### src/rtl/serial_subtractor_pkg.sv
// Shared constants for the bit-serial subtractor: FSM state encoding and
// a constant-evaluable ceil(log2) used to size the bit counter.
package serial_subtractor_pkg;

  localparam logic [1:0] ST_IDLE = 2'd0;
  localparam logic [1:0] ST_SUB  = 2'd1;
  localparam logic [1:0] ST_DONE = 2'd2;

  // ceil(log2(v)); 0 for v<=1, so callers clamp to a minimum of 1 bit
  function automatic int clog2(input int v);
    int r;
    r = 0;
    for (int i = 0; i < 31; i++)
      if ((1 << i) < v) r = i + 1;
    return r;
  endfunction

endpackage

### src/rtl/serial_subtractor_if.sv
// Start/done handshake plus operand/result bus of the serial subtractor.
// master: the requester driving operands; slave: the subtractor.
interface serial_subtractor_if #(parameter int WIDTH = 8);
  logic             start;
  logic [WIDTH-1:0] a;
  logic [WIDTH-1:0] b;
  logic             busy;
  logic             done;
  logic [WIDTH-1:0] diff;
  logic             borrow_out;

  modport master (output start, a, b, input busy, done, diff, borrow_out);
  modport slave  (input start, a, b, output busy, done, diff, borrow_out);
endinterface

### src/rtl/serial_subtractor_full_subtractor.sv
// One-bit full subtractor: D = A - B - Bin, Bout set on underflow.
// Mirror of the board's full_adder cell.
module full_subtractor (
  input  logic A,
  input  logic B,
  input  logic Bin,
  output logic D,
  output logic Bout
);
  assign D    = A ^ B ^ Bin;
  assign Bout = (~A & B) | (~(A ^ B) & Bin);
endmodule

### src/rtl/serial_subtractor.sv
// Bit-serial two's-complement subtractor, diff = a - b, LSB first, one bit
// per clock through a single full_subtractor and a borrow flop.
// Optional build macro SERIAL_SUBTRACTOR_SATURATE_EN: clamp diff to 0 on
// underflow (borrow_out still reports the underflow).
module serial_subtractor
  import serial_subtractor_pkg::*;
#(
  parameter int WIDTH = 8
) (
  input  logic                 clk,
  input  logic                 rst_n,
  serial_subtractor_if.slave   bus
);

  localparam int CW = (clog2(WIDTH) < 1) ? 1 : clog2(WIDTH);
  localparam logic [CW-1:0] LAST = CW'(WIDTH - 1);

  logic [1:0]       state;
  logic [WIDTH-1:0] a_sr, b_sr, res_sr;
  logic [CW-1:0]    cnt;
  logic             borrow;
  logic [WIDTH-1:0] diff_q;
  logic             borrow_q;

  logic             d, bout;
  logic [WIDTH-1:0] res_next, diff_load;
  logic             accept;

  full_subtractor u_fs (
    .A    (a_sr[0]),
    .B    (b_sr[0]),
    .Bin  (borrow),
    .D    (d),
    .Bout (bout)
  );

  // new bit enters at the MSB so the LSB-first stream lands in place
  generate
    if (WIDTH == 1) begin : g_w1
      assign res_next = d;
    end else begin : g_wn
      assign res_next = {d, res_sr[WIDTH-1:1]};
    end
  endgenerate

`ifdef SERIAL_SUBTRACTOR_SATURATE_EN
  assign diff_load = bout ? '0 : res_next;
`else
  assign diff_load = res_next;
`endif

  // start only counts when idle or in the single DONE cycle (back-to-back)
  assign accept = bus.start && (state == ST_IDLE || state == ST_DONE);

  // FSM plus serial datapath; results load only on the SUB->DONE edge
  always_ff @(posedge clk or negedge rst_n) begin
    if (!rst_n) begin
      state    <= ST_IDLE;
      a_sr     <= '0;
      b_sr     <= '0;
      res_sr   <= '0;
      cnt      <= '0;
      borrow   <= 1'b0;
      diff_q   <= '0;
      borrow_q <= 1'b0;
    end else begin
      case (state)
        ST_IDLE, ST_DONE: begin
          if (accept) begin
            a_sr   <= bus.a;
            b_sr   <= bus.b;
            borrow <= 1'b0;
            cnt    <= '0;
            state  <= ST_SUB;
          end else begin
            state  <= ST_IDLE;
          end
        end
        ST_SUB: begin
          a_sr   <= a_sr >> 1;
          b_sr   <= b_sr >> 1;
          res_sr <= res_next;
          borrow <= bout;
          cnt    <= cnt + CW'(1);
          if (cnt == LAST) begin
            diff_q   <= diff_load;
            borrow_q <= bout;
            state    <= ST_DONE;
          end
        end
        default: state <= ST_IDLE;
      endcase
    end
  end

  assign bus.busy       = (state == ST_SUB);
  assign bus.done       = (state == ST_DONE);
  assign bus.diff       = diff_q;
  assign bus.borrow_out = borrow_q;

endmodule
### src/flat_wrapper.sv
// flat-port wrapper written by rule: the top's interface ports become plain ports
module serial_subtractor_flat import serial_subtractor_pkg::*;
#(
  parameter int WIDTH = 8
)
  (clk, rst_n, bus_start, bus_a, bus_b, bus_busy, bus_done, bus_diff, bus_borrow_out);
  serial_subtractor_if #(.WIDTH(WIDTH)) bus_i ();
  input  logic clk;
  input  logic rst_n;
  input wire logic [$bits(bus_i.start)-1:0] bus_start;
  input wire logic [$bits(bus_i.a)-1:0] bus_a;
  input wire logic [$bits(bus_i.b)-1:0] bus_b;
  output wire logic [$bits(bus_i.busy)-1:0] bus_busy;
  output wire logic [$bits(bus_i.done)-1:0] bus_done;
  output wire logic [$bits(bus_i.diff)-1:0] bus_diff;
  output wire logic [$bits(bus_i.borrow_out)-1:0] bus_borrow_out;
  assign bus_i.start = bus_start;
  assign bus_i.a = bus_a;
  assign bus_i.b = bus_b;
  assign bus_busy = bus_i.busy;
  assign bus_done = bus_i.done;
  assign bus_diff = bus_i.diff;
  assign bus_borrow_out = bus_i.borrow_out;
  serial_subtractor #(.WIDTH(WIDTH)) u_core (.clk(clk), .rst_n(rst_n), .bus(bus_i));
endmodule
### config.mk
export PLATFORM = sky130hd
export DESIGN_NAME = serial_subtractor_flat
export DESIGN_NICKNAME = d
export VERILOG_FILES = /design/src/rtl/serial_subtractor_pkg.sv /design/src/rtl/serial_subtractor_if.sv /design/src/rtl/serial_subtractor_full_subtractor.sv /design/src/rtl/serial_subtractor.sv /design/src/flat_wrapper.sv
export SDC_FILE = /design/constraint.sdc
export NUM_CORES = 1
export LEC_CHECK = 0
export CAP_MARGIN = 20
export CORE_UTILIZATION = 53
export CTS_CLUSTER_DIAMETER = 100
export DETAILED_ROUTE_END_ITERATION = 10
export PLACE_DENSITY = 0.79
export SYNTH_ARGS = -nofsm -noshare
export SYNTH_HDL_FRONTEND = slang
export SYNTH_HIERARCHICAL = 1
export SYNTH_SLANG_ARGS = --single-unit
### constraint.sdc
create_clock -name clk -period 1.6 [get_ports clk]
set_input_delay 0.32 -clock clk [delete_from_list [all_inputs] [get_ports clk]]
set_output_delay 0.32 -clock clk [all_outputs]
set_load 0.1 [all_outputs]
After elaboration in Yosys (flattened, before gate mapping). Index checks and enable logic that the tools add are counted.

Output and inout port bits: 11. Input port bits: 19. Flip-flop bits (word level): 39.

Bitwise logic cells: 7. $add $sub $neg: 1. Mux-type cells: 11. Equal/unequal tests: 5. Reductions and logical operators: 7.

Operator list (number): one-hot mux 8 bit (2 select lines) (2); two-way mux 8 bit (2); one-hot mux 3 bit (2 select lines) (1); inequality test 2 x 1 -> 1 bit (second input constant) (2); one-hot mux 2 bit (2 select lines) (1); AND reduction 2 bit (2); adder 3 x 1 -> 3 bit (second input constant) (1); == test 3 bit (second input constant) (1); two-way mux 3 bit (1); AND 1 bit (2); == test 2 x 1 -> 1 bit (second input constant) (1); == test 2 bit (second input constant) (1); logical NOT 2 bit (1); two-way mux 1 bit (2); two-way mux 2 bit (1); inverter 1 bit (2); one-hot mux 1 bit (2 select lines) (1); nonzero test 2 bit (1); OR reduction 2 bit (1); bitwise XOR 1 bit (2); logical AND 1 bit (1); logical OR 1 bit (1); OR 1 bit (1).

Depth between registers and ports, before layout. Gate-level depths: netlist (run 1).

Depth in word-level cells: 5. Mapped depth: 5. Depth with buffers taken out: 5.

By module. The synthesis (run 1) kept the hierarchy.

Modules (own cells, without submodules): serial_subtractor (area an instance 1865.5 um^2, times used 1, cells each 158); full_subtractor (area an instance 31.3 um^2, times used 1, cells each 4).

Worst setup path before layout (run 1). No wires, ideal clock.

Path kind: reg2out. Start: reg u_core.state[1]. End: out bus_done. Cell stages (with the launch flop): 4. Arrival: 2033 ps. Slack: -753 ps. Data required time: 1280 ps. Cells stage by stage: dfrtp_1 buf_6 buf_12 nor2b_1.

Cells in the longest elaborated chain, start to end: 1.

Ends and longest elaborated chain: start: declaration (line serial_subtractor.sv:18) `logic [1:0] state;`; start signal: assignment (line serial_subtractor.sv:58) `state <= ST_IDLE;`; start signal: assignment (line serial_subtractor.sv:74) `state <= ST_SUB;`; start signal: assignment (line serial_subtractor.sv:76) `state <= ST_IDLE;`; == test 2 bit (line serial_subtractor.sv:97) `assign bus.done = (state == ST_DONE);`; end: declaration (line flat_wrapper.sv:14) `output wire logic [$bits(bus_i.done)-1:0] bus_done;`.

No other way between the ends.

Final worst setup path (run 1). Ends and elaborated chain as after synthesis.

==> results of run 1 <==
worst reg2reg max path: cells and delay by family (launching register included):
family,cells,cell delay [ps]
flops,1,420
compound gates,1,230
mux,1,260
fa+ha+maj,2,450
metal layers:
metal | vias up | GRT usage [%] | share of wire (%)
met3 | 6 | 5.80 | 4.0
met4 | 0 | 8.25 | 1.2
met1 | 643 | 25.4 | 41
met5 | - | 0 | 0
met2 | 30 | 40.2 | 54
li1 | 641 | - | -
where the power goes:
group / switching, mW / internal (mW) / total, mW
Sequential: 0.415 / 1.42 / 1.83
Combinational: 1.74 / 1.41 / 3.15
Clock: 0.313 / 0.364 / 0.677
Total: 2.47 / 3.19 / 5.65
cells in the final DEF (no fill, tap or decap):
cell,n
dfrtp_1,36
nand2_1,21
clkdlybuf4s50_1,17
mux2i_1,16
nor2b_1,14
a211oi_1,14
a21oi_1,14
buf_12,13
mux2_4,11
buf_4,8
clkbuf_4,5
inv_1,4
nand3_1,3
a22o_1,3
o21ai_1,2
o21ai_0,2
ha_1,2
dfrtp_2,2
bufinv_16,1
clkbuf_8,1
bufbuf_16,1
dlygate4sd3_1,1
buf_2,1
buf_16,1
nand2b_4,1
clkinv_8,1
nor2b_4,1
nand2_8,1
mux2_2,1
nor2_1,1
nand2b_1,1
fa_1,1
per-stage QoR:
step	area [um2]	instances	power, mW	utilization [%]
2_1_floorplan	1900	162	3.88	-
3_3_place_gp	2350	232	4.70	69.3
3_5_place_dp	2350	232	4.83	69.3
4_1_cts	2490	244	5.58	73.6
5_1_grt	2530	247	5.98	74.7
6_report	2530	247	5.65	74.7
flip-flops by register name, indices dropped and copies added, names as in the netlist:
register	cells
u_core/bus.diff	8
u_core/state	2
u_core/bus.borrow_out	1
u_core/borrow	1
u_core/res_sr	7
u_core/a_sr	8
u_core/b_sr	8
u_core/cnt	3
final timing paths:
path,start,end,depth (start not counted)
setup reg to reg,u_core/cnt[1],u_core/cnt[2],4
setup / recovery,u_core/state[1],bus_done,3
hold / removal,rst_n,u_core/cnt[2],3
min in group clk,u_core/res_sr[1],u_core/res_sr[1],2
max in group asynchronous,rst_n,u_core/state[0],3
hold reg to reg,u_core/res_sr[1],u_core/res_sr[1],2
logic make-up (layout without fill, tap and decap cells):
logic type | after synthesis | after routing | synth area share, %
flops | 38 | 38 | 50.1
mux | 28 | 28 | 17.7
simple gates | 43 | 43 | 12.2
buf+inv | 15 | 54 | 5.87
fa+ha+maj | 3 | 3 | 2.37
compound gates | 35 | 35 | 11.7
final cells by class:
class | instances | share of cell area (%)
inverter | 5 | 1.24
tap | 46 | 2.27
sequential | 38 | 37.7
clock inverter | 1 | 1.19
multi-input combinational | 109 | 33.3
timing repair buffer | 42 | 22.3
clock buffer | 6 | 2.03
timing repair:
action	in CTS	in global routing
buffers inserted	3	3
cloned	1	0
resized for setup	1	3
setup endpoints to repair	2	1
hold buffers	1	0
endpoints found under the hold margin	38	0
==> impl_metrics.toml, run 1 <==
[outcome]
status = "completed"

[timing]
maxSlewViolCount = 0
setup-tns-final_ps = 0
hold_ws_ps = 459
worst_slack_ps = 75.4
min_period_ps = 1520
rsz0062_at_grt = "false"
slew_headroom_pct = 83.6
hold_viol_final = 0
clock_skew_ps = 10.6
timing.fmax_mhz = 656
worst_pin_slew_ps = 244
finalSetupViolCount = 0
fin_crit_sh_pct = 95.3

[detailed_routing]
drc = 0
drt_iter0_markers = 57
via_per_inst = 5.34
num_vias = 1320
firstDrtPassIters = 4
ant_nets = 0
routedWlPerCell_um = 15.1
routed_wl_mm = 3.73

[pwr]
ir_worst_vdd_uv = 948
power_density_nw_per_um2 = 2230
leakage_nw = 1.12

[final_layout]
area_growth_pct = 33.4
drive_above_1_share_pct = 24.4
fillers = 228
multiInputGateArea_um2 = 842
ff_latch_area_um2 = 953
antennaDiodeCount = 0
final_nets = 223

[critical_path]
r2r_slack_ps = 140
critPathSlowestCell = "dfrtp_2"
critical-path-max-stage-delay_ps = 450
critPathMaxFanout = 3
crit_top_cell = "buf_12"
worstPathRequired_ps = 1280
cp_top_family = "flip-flops"
worstPathArrival_ps = 1200
startpoint_type = "flip-flop"
critPathKind = "reg -> out"
critPathCaptureType = "primary output"
crit_chain = "buf_12 -> nor2b_4 -> buf_12"
cp.buffers_inverters = 2

[clock_tree]
numCtsBuffers = 5
cts.clk_slew.worst_paths_ps = 120
cts-htree-levels = 2
clockRootBuffer = "clkbuf_4"
ctsLongestPathBuffers = 2
cts_tree = "built"
cts_num_sinks = 38
worst_skew_pair.late_latency_ps = 350

[floorplanning]
start_util_pct = 56.0
die-area_um2 = 3820
coreArea_um2 = 3390
dieHeight_um = 61.8
io_pins = 30
die_w_um = 61.8
rows = 21

[grt]
antenna_found_initial = 0
grt_pass1_vias = 1292
grt_pass1_wl_mm = 6.00
grt_max_degree = 39
track_usage_pct = 22.3
grt_overflow_total = 0

[yosys]
ys_ff_latch = 38
yosys.area.top_type_share_pct = 50.1
yosys-top-cells-area = "dfrtp_1 50%, mux2_4 8.7%, mux2i_1 8.4%"
ys_top_cells_by_count = "38 x dfrtp_1, 21 x nand2_1, 16 x mux2i_1"
synth_edf_count = 0
yosys.area.top_type = "dfrtp_1"
synthCells = 162
yosysWarnings = 6
ys.flop_type = "dfrtp_1"
yosysMostFrequentCell = "dfrtp_1"
synth.avg_cell_area_um2 = 11.7
yosysSeqAreaShare_pct = 50.1
async_flop_share_pct = 100
synthesis.area_um2 = 1900
synthDistinctLibCells = 24
syn_nets = 184

[min_path]
hp-class = "in -> async"

[placement]
hpwl_mm = 2.46
place_ws_ps = 68.7
gp_congestion = 0.730
port_buffers = 29

[run]
drv_cap = 0
(Power assumes the default switching activity.)
==> run 2, diff against run 1 <==
- CTS_CLUSTER_DIAMETER: 100 -> 50
==> results of run 2 <==
Final layout, timing and power as in run 1 (identical DEF).
==> patch: new RTL, config.mk and constraints of run 2 <==
Reset style: synchronous (`rst_n`), changed in one clocked block.
--- a/src/rtl/serial_subtractor.sv
+++ b/src/rtl/serial_subtractor.sv
@@ -55,3 +55,3 @@
   // FSM plus serial datapath; results load only on the SUB->DONE edge
-  always_ff @(posedge clk or negedge rst_n) begin
+  always_ff @(posedge clk) begin
     if (!rst_n) begin
Function: differs if rst_n is asserted again (counterexample within 4 cycles, from zero or initial values and one cycle with rst_n low); with rst_n held inactive, the same outputs for 10 cycles.
==> patch against run 2 <==
  * Critical path type unchanged
  * Non-clock buffer count shrank 6
  * Highest routed layer unchanged
  * Final area is 13% lower
  * Area after synthesis is 12% lower
  * Sequential cell count unchanged
  * Setup slack better by 32 ps
  * Via count up 2.7%
  * Core utilization rose by 2.1 points
  * Wire length is 18% lower
  * Largest cell class is now multi-input gates
Power is not compared: it rests on default switching activity, and its combinational part moved more than twofold at a synthesized area within 25%.
==> patch: results (changes against run 2) <==
* Worst slew pin tran at 354 ps (was 244 ps)
* Post-synthesis compound-gate area fraction at 21.2% (was 11.7%)
* Worst skew pair latency at 330 ps (was 350 ps)
* Dpl hpwl at 2.16 mm (was 2.46 mm)
* Seq/Total Area, Yosys at 45.6% (was 50.1%)
* IO Port Bufs at 29 (unchanged)
* CP max-delay cell: dfxtp_1 (was dfrtp_2)
* Placed cells at 253 (was 232)
* Nets at 240 (was 223)
* Pre-CTS WS at 101 ps (was 68.7 ps)
* Share of the synthesized area in the top cell type at 45.6% (was 50.1%)
* Critical path startpoint: u_core/state[1] (unchanged)
* Combinational group power at 0.264 mW
* Flop2flop setup slack at 240 ps (was 140 ps)
* Post-Synth Adder-Cell Area at 2.70% (was 2.37%)
* Syn avg cell area at 8.73 sq um (was 11.7 sq um)
* Synthesized net count at 213 (was 184)
* Max Freq at 0.670 GHz (was 0.656 GHz)
* Largest stage delay on the critical path at 350 ps (was 450 ps)
* Top_reg_cell synth: dfxtp_1 (was dfrtp_1)
* Gpl congestion at 0.714 (was 0.730)
* Multiplexer area fraction after synthesis at 0% (was 17.7%)
* Hold crit path type: reg -> reg (was in -> async)
* R2r startpoint: u_core/cnt[0] (was u_core/cnt[1])
* End of the worst register-to-register path: u_core/bus.diff[2] (was u_core/cnt[2])
* Post_cts resized at 2 (was 1)
* Final cell count without fillers at 261 (was 247)
* GRT Total Usage at 20.9% (was 22.3%)
* Worst reg2reg path depth at 5 (was 4)
* Final Skew at 10.8 ps (was 10.6 ps)
* Synth async-reset ratio at 0% (was 100%)
* Setup crit end: bus_busy (was bus_done)
* Synth cell count leaders: 56 x nand2_1, 38 x dfxtp_1, 15 x o21ai_0 (was 38 x dfrtp_1, 21 x nand2_1, 16 x mux2i_1)
* Detailed-route wire length at 3.08 mm (was 3.73 mm)
* First-pass GRT wire length at 5.36 mm (was 6.00 mm)
* Setup bufs post-CTS at 0 (was 3)
* Yosys cell types at 27 (was 24)
* Starting DRT DRC Count at 37 (was 57)
* Fraction of layout instances using a drive strength above 1 at 20.5% (was 24.4%)
* Run status: completed (unchanged)
* Routed vias/inst at 5.20 (was 5.34)
* Synth top area cells: dfxtp_1 46%, nand2_1 13%, a21boi_1 5.9% (was dfrtp_1 50%, mux2_4 8.7%, mux2i_1 8.4%)
patch: area by class of cell:
type / instances / area [sq um]
multi-input cells: 133 / 785
flip-flops and latches: 38 / 762
fillers: 207 / 668
clock inverters: 2 / 60.1
well taps: 42 / 52.6
repair buffers: 36 / 478
inverters: 4 / 20.0
clock buffers: 6 / 51.3
patch: stage by stage:
stage / hold WS (ps) / cell area (sq um) / utilization, %
6_report: 472 / 2210 / 76.8
5_1_grt: 500 / 2210 / 76.8
4_1_cts: 474 / 2200 / 76.6
3_5_place_dp: 458 / 2090 / 72.6
3_3_place_gp: 446 / 2090 / 72.6
2_1_floorplan: 439 / 1670 / -
patch: routing by layer:
metal,part of all wire [%],GRT usage [%],vias up
li1,-,-,693
met1,42,23.4,619
met2,53,37.1,40
met3,4.2,6.92,4
met4,0.85,7.14,0
met5,0,0,-
patch: worst min-delay path, cell delays in order (launching register included):
cell and delay (ps):
dfxtp_1 330, nand3_1 60, a21boi_1 50
